### config.mk
export PLATFORM = sky130hd
export DESIGN_NAME = melody_player
export DESIGN_NICKNAME = d
export VERILOG_FILES = /design/src/rtl/melody_player.sv
export SDC_FILE = /design/constraint.sdc
export NUM_CORES = 2
export LEC_CHECK = 0
export ABC_CLOCK_PERIOD_IN_PS = 10300
export CAP_MARGIN = 20
export CORE_AREA = 3 3 554 556
export DETAILED_ROUTE_END_ITERATION = 8
export DIE_AREA = 0 0 557 559
export HOLD_SLACK_MARGIN = 0.1
export PLACE_DENSITY = 0.69
export SLEW_MARGIN = 20
export SYNTH_ARGS = -nofsm -noshare
export SYNTH_HDL_FRONTEND = slang
export SYNTH_SLANG_ARGS = --single-unit
export TNS_END_PERCENT = 5
### constraint.sdc
create_clock -name clk -period 10.3 [get_ports clk]
set_clock_uncertainty 0.05 [all_clocks]
set_input_delay 1.545 -clock clk [delete_from_list [all_inputs] [get_ports clk]]
set_output_delay 1.545 -clock clk [all_outputs]
set_load 0.02 [all_outputs]
### src/rtl/melody_player.sv
// Melody player: plays a table of {half_period, duration} notes as a square wave
// on buzzer_pin, with a silent articulation gap after every note.
module melody_player #(
    parameter int unsigned DEPTH    = 128,
    parameter int unsigned HALF_W   = 20,
    parameter int unsigned DUR_W    = 8,
    parameter int unsigned TICK_CYC = 500000,
    parameter int unsigned GAP_CYC  = 2000000
) (
    input  logic                        clk,
    input  logic                        rst_n,
    input  logic                        wr_en,
    input  logic [$clog2(DEPTH)-1:0]    wr_addr,
    input  logic [HALF_W+DUR_W-1:0]     wr_data,
    input  logic [$clog2(DEPTH):0]      len,
    input  logic                        start,
    input  logic                        stop,
    input  logic                        loop,
    output logic                        buzzer_pin,
    output logic                        busy,
    output logic                        done,
    output logic [$clog2(DEPTH)-1:0]    note_idx
);

    localparam int unsigned AW     = $clog2(DEPTH);
    localparam int unsigned LW     = AW + 1;
    localparam int unsigned WORD_W = HALF_W + DUR_W;

    // One counter serves both TONE and GAP, so it must hold the longer of the two.
    localparam longint unsigned TONE_MAX = ((64'(1) << DUR_W) - 64'(1)) * 64'(TICK_CYC);
    localparam longint unsigned CNT_MAX  = (TONE_MAX > 64'(GAP_CYC)) ? TONE_MAX : 64'(GAP_CYC);
    localparam int unsigned     CNT_W    = $clog2(CNT_MAX + 64'(1));

    // GAP_CYC = 0 still spends one cycle in GAP.
    localparam logic [CNT_W-1:0] GAP_LAST = (GAP_CYC == 0) ? '0 : CNT_W'(GAP_CYC - 1);

    typedef enum logic [1:0] {
        IDLE = 2'd0,
        LOAD = 2'd1,
        TONE = 2'd2,
        GAP  = 2'd3
    } state_t;

    state_t              state_q, state_d;
    logic [AW-1:0]       idx_d;
    logic [LW-1:0]       len_q, len_d;
    logic [HALF_W-1:0]   half_q, half_d;
    logic [HALF_W-1:0]   half_cnt_q, half_cnt_d;
    logic [CNT_W-1:0]    tone_last_q, tone_last_d;
    logic [CNT_W-1:0]    cnt_q, cnt_d;
    logic                pin_d;
    logic                done_d;
    logic                busy_d;

    logic [WORD_W-1:0]   mem [DEPTH];
    logic [WORD_W-1:0]   rd_word;
    logic [AW-1:0]       rd_addr;
    logic [HALF_W-1:0]   rd_half;
    logic [DUR_W-1:0]    rd_dur;
    logic [DUR_W-1:0]    dur_eff;
    logic [CNT_W-1:0]    tone_cyc;
    logic [LW-1:0]       last_idx;

    // Read address tracks the next note index so LOAD sees the word for its own index.
    assign rd_addr  = idx_d;
    assign rd_half  = rd_word[WORD_W-1:DUR_W];
    assign rd_dur   = rd_word[DUR_W-1:0];
    assign dur_eff  = (rd_dur == '0) ? DUR_W'(1) : rd_dur;
    assign tone_cyc = CNT_W'(dur_eff) * CNT_W'(TICK_CYC);
    assign last_idx = len_q - LW'(1);

    // Note memory: synchronous write at any time, synchronous read, no reset.
    always_ff @(posedge clk) begin
        if (wr_en) begin
            mem[wr_addr] <= wr_data;
        end
        rd_word <= mem[rd_addr];
    end

    // State and registered outputs.
    always_ff @(posedge clk or negedge rst_n) begin
        if (!rst_n) begin
            state_q     <= IDLE;
            note_idx    <= '0;
            len_q       <= '0;
            half_q      <= '0;
            half_cnt_q  <= '0;
            tone_last_q <= '0;
            cnt_q       <= '0;
            buzzer_pin  <= 1'b0;
            done        <= 1'b0;
            busy        <= 1'b0;
        end else begin
            state_q     <= state_d;
            note_idx    <= idx_d;
            len_q       <= len_d;
            half_q      <= half_d;
            half_cnt_q  <= half_cnt_d;
            tone_last_q <= tone_last_d;
            cnt_q       <= cnt_d;
            buzzer_pin  <= pin_d;
            done        <= done_d;
            busy        <= busy_d;
        end
    end

    // Next-state, counter and output logic.
    always_comb begin
        state_d     = state_q;
        idx_d       = note_idx;
        len_d       = len_q;
        half_d      = half_q;
        half_cnt_d  = half_cnt_q;
        tone_last_d = tone_last_q;
        cnt_d       = cnt_q;
        pin_d       = buzzer_pin;
        done_d      = 1'b0;

        case (state_q)
            IDLE: begin
                pin_d = 1'b0;
                if (start && !stop && (len != '0)) begin
                    state_d = LOAD;
                    len_d   = len;
                    idx_d   = '0;
                end
            end

            LOAD: begin
                half_d      = rd_half;
                tone_last_d = tone_cyc - CNT_W'(1);
                half_cnt_d  = '0;
                cnt_d       = '0;
                pin_d       = 1'b0;
                state_d     = TONE;
            end

            TONE: begin
                if (cnt_q == tone_last_q) begin
                    state_d    = GAP;
                    cnt_d      = '0;
                    half_cnt_d = '0;
                    pin_d      = 1'b0;
                end else begin
                    cnt_d = cnt_q + CNT_W'(1);
                    if (half_q == '0) begin
                        pin_d = 1'b0;
                    end else if (half_cnt_q == (half_q - HALF_W'(1))) begin
                        pin_d      = ~buzzer_pin;
                        half_cnt_d = '0;
                    end else begin
                        half_cnt_d = half_cnt_q + HALF_W'(1);
                    end
                end
            end

            GAP: begin
                pin_d = 1'b0;
                if (cnt_q == GAP_LAST) begin
                    cnt_d = '0;
                    if ({1'b0, note_idx} == last_idx) begin
                        idx_d = '0;
                        if (loop) begin
                            state_d = LOAD;
                        end else begin
                            state_d = IDLE;
                            done_d  = 1'b1;
                        end
                    end else begin
                        idx_d   = note_idx + AW'(1);
                        state_d = LOAD;
                    end
                end else begin
                    cnt_d = cnt_q + CNT_W'(1);
                end
            end

            default: begin
                state_d = IDLE;
            end
        endcase

        // Abort takes priority over any normal progression.
        if ((state_q != IDLE) && stop) begin
            state_d    = IDLE;
            pin_d      = 1'b0;
            idx_d      = '0;
            done_d     = 1'b0;
            cnt_d      = '0;
            half_cnt_d = '0;
        end

        busy_d = (state_d != IDLE);
    end

endmodule

==> run_results.csv <==
group,metric,value,unit
synthesis,synth.distinct_cells,98,
drt,via_count,100266,
setup_path,critical_path.cell_chain,"inv_1 > ha_1 > or4b_2 > nor3_1 > or4_4 > nand4_4 > a21oi_4 > buf_12 > inv_8 > buf_12 > buf_4 > nand2_1 > a221oi_1 > o21ai_0 > o21ai_0 > a31oi_1 > nand3_1",
synthesis,synth_cells,11295,
timing,tns,0,ns
layout,drive_gt1_share,9.52,%
flow_run,maxCapViolCount,0,
floorplan,start_util,49.8,%
grt,grt_pass1_wl,675000,um
synthesis,synthesis.nets,11426,
layout,final_cell_mix,"edfxtp_1, nand2_1, nand3_1",
floorplan,fp.dieH,559,um
drt,routedWlPerCell,30.3,um
setup_path,critPathMaxStageDelay,0.72,ns
drt,ant_nets,0,
cts,cts_tree,"done",
synthesis,ys_ff_latch,3722,
timing,fmax,141,MHz
cts,cts_made_buffers,370,
layout,final.fill_count,23312,
floorplan,coreArea,0.303,mm^2
setup_path,worstSetupEndpointType,"register",
grt,use_met2,44.6,%
drt,via_per_inst,6.42,
timing,min_period,7.09,ns
synthesis,yosys-top-cells-area,"edfxtp_1, nand2_1, nand3_1",
status,status,"finished, violations left",
synthesis,yosysWarnings,0,
timing,hold_viol_final,0,
place,io_buffers,58,
drt,drt-initial-drc-count,15723,
setup_path,critPathLaunchType,"register",
timing,fin_crit_sh,68.8,%
timing,finalSetupViolCount,0,
floorplan,rows,202,
setup_path,required,11.11,ns
cts,cts_resized,0,
floorplan,dieArea,0.311,mm^2
synthesis,synth_edf_count,3584,
setup_path,crit_family,"compound AO/OA/AOI/OAI gates",
power,p_leak,55.8,nW
synthesis,syn_area,0.151,mm^2
setup_path,path_max_fanout,178,
drt,drcViolationCount,2,
synthesis,async_flop_share,2.96,%
place,dpl.hpwl,269000,um
grt,grt-ovfl-total,0,
cts,path_clk_slew,0.06,ns
layout,area_growth,12.3,%
floorplan,ios,59,
setup_path,slowest_stage,"o21ai_0",
layout,layout.nets,11416,
synthesis,ys_seq_area_share,73.6,%
drt,drt-total-wl,473000,um
timing,rsz0062_at_grt,"no",
cts,post_cts_buffers,0,
timing,worst_pin_slew,1.31,ns
place,dp_slack,2.59,ns
grt,top_usage_layer,"met2",
layout,final_common_cell,"edfxtp_1",
drt,firstDrtPassIters,9,
power,power_density,186,mW/mm^2
status,violations,"design-rule violations",
synthesis,synth_top_area_share,71.4,%
cts,cts_sinks,3722,
cts,cts_root_buf,"clkbuf_16",
grt,met1_usage,39.4,%
timing,report.final.slew_viol_count,0,
power,ir_drop,0.155,mV
grt,grt_max_degree,187,
synthesis,syn_avg_cell_area,13.4,um^2
cts,cts.htree.levels,5,
grt,antenna_found_initial,46,
place,gp_congestion,0.969,
grt,use_met3,7.47,%
timing,whs,0.493,ns
setup_path,crit_type,"reg2reg",
synthesis,yosysTopAreaCell,"edfxtp_1",
floorplan,die_w,557,um
cts,clk_latency,1.00,ns
min_path,hp-class,"reg2reg",
cts,cts_buffer_depth,4,
cts,ctsHoldBuffers,0,
timing,slew-limit-headroom,12.2,%
synthesis,ys.flop_type,"edfxtp_1",
timing,fin_ws,3.21,ns
grt,grt_pass1_vias,95931,
setup_path,cp_num_buf_inv,5,
grt,grt_usage,29.8,%
setup_path,arrival,7.90,ns
-- per-stage QoR --
stage	util (%)	instance area, um^2	cells	total power, mW
final	56.0	169000	15611	31.6
after global routing	55.9	169000	15584	32.3
after detailed placement	51.8	157000	14876	18.4
after CTS	55.8	169000	15560	31.6
after floorplan	-	151000	11295	17.8
after global placement	51.6	156000	14850	18.3
-- final cells by class --
type,count,area [um^2],area share [%]
flip-flops and latches,3722,111000,65.5
multi-input cells,6737,37200,22.0
clock buffers,487,9890,5.84
well taps,3978,4980,2.94
repair buffers,360,3710,2.19
clock inverters,197,2170,1.28
inverters,94,383,0.226
diodes,36,90.1,0.0532
-- cells by family (layout without fill, tap and decap cells) --
kind of cell | Yosys count | after routing | synth area share (%)
and+or+nand+nor | 4481 | 4481 | 12.9
DFF | 3722 | 3722 | 73.6
AOI/OAI and AO/OA | 1741 | 1741 | 7.43
buffers and inverters | 836 | 1138 | 2.54
muxes | 336 | 336 | 2.26
xor gates and xnor gates | 97 | 97 | 0.563
adders and majority gates | 82 | 82 | 0.760
other | 0 | 36 | 0
-- synthesized netlist by cell type, types with 32 or more instances --
| master | n |
|---|---|
| dfrtp_1 | 110 |
| inv_1 | 89 |
| nor2_1 | 282 |
| clkbuf_1 | 186 |
| o22ai_1 | 100 |
| buf_4 | 38 |
| a211oi_1 | 108 |
| a31oi_1 | 119 |
| a22oi_1 | 146 |
| buf_1 | 104 |
| buf_2 | 409 |
| nor3_1 | 87 |
| xnor2_1 | 52 |
| nand2_1 | 2587 |
| nand4_1 | 44 |
| mux2_2 | 32 |
| edfxtp_1 | 3584 |
| xor2_1 | 45 |
| and3_1 | 87 |
| and2_1 | 42 |
| a21oi_1 | 679 |
| a311oi_1 | 90 |
| o21ai_0 | 166 |
| a221oi_1 | 140 |
| nor4_1 | 62 |
| ha_1 | 66 |
| mux2i_1 | 302 |
| nand3_1 | 1179 |
-- per-layer routing --
layer	wire, um	up-vias
met1	169000	50020
met3	61200	1267
met5	128	-
li1	-	42207
met4	33100	20
met2	210000	6752
-- state kept, by name, indices dropped and copies added (netlist names), 2 cells and up --
register / count
rd_word: 28
state_q: 2
half_cnt_q: 20
half_q: 20
len_q: 8
tone_last_q: 23
mem: 3584
cnt_q: 27
note_idx: 7
-- power by group --
part / leakage (nW) / switching (mW) / total [mW] / internal, mW
combinational: 16.1 / 0.820 / 1.16 / 0.343
sequential: 33.9 / 0.160 / 16.9 / 16.8
clock: 5.85 / 5.82 / 13.5 / 7.67
-- worst reg2reg max path, stage by stage, from the launching register on --
cell,delay (ns)
dfrtp_1,0.50
inv_1,0.08
ha_1,0.31
or4b_2,0.63
nor3_1,0.24
or4_4,0.23
nand4_4,0.52
a21oi_4,0.53
buf_12,0.37
inv_8,0.36
buf_12,0.58
buf_4,0.44
nand2_1,0.15
a221oi_1,0.09
o21ai_0,0.72
o21ai_0,0.47
a31oi_1,0.60
nand3_1,0.16
-- path summary, 6_finish.rpt --
kind / startpoint / end / slack (ns) / depth (start not counted)
min in group asynchronous: rst_n / tone_last_q[15] / 0.52 / 1
max: len_q[0] / rd_word[7] / 3.21 / 17
min reg2reg: tone_last_q[25] / tone_last_q[25] / 0.49 / 1
max reg2reg: len_q[0] / rd_word[7] / 3.21 / 17
max in group asynchronous: rst_n / note_idx[4] / 8.61 / 3
min: tone_last_q[25] / tone_last_q[25] / 0.49 / 1
Power figures use the tool's default switching activity.
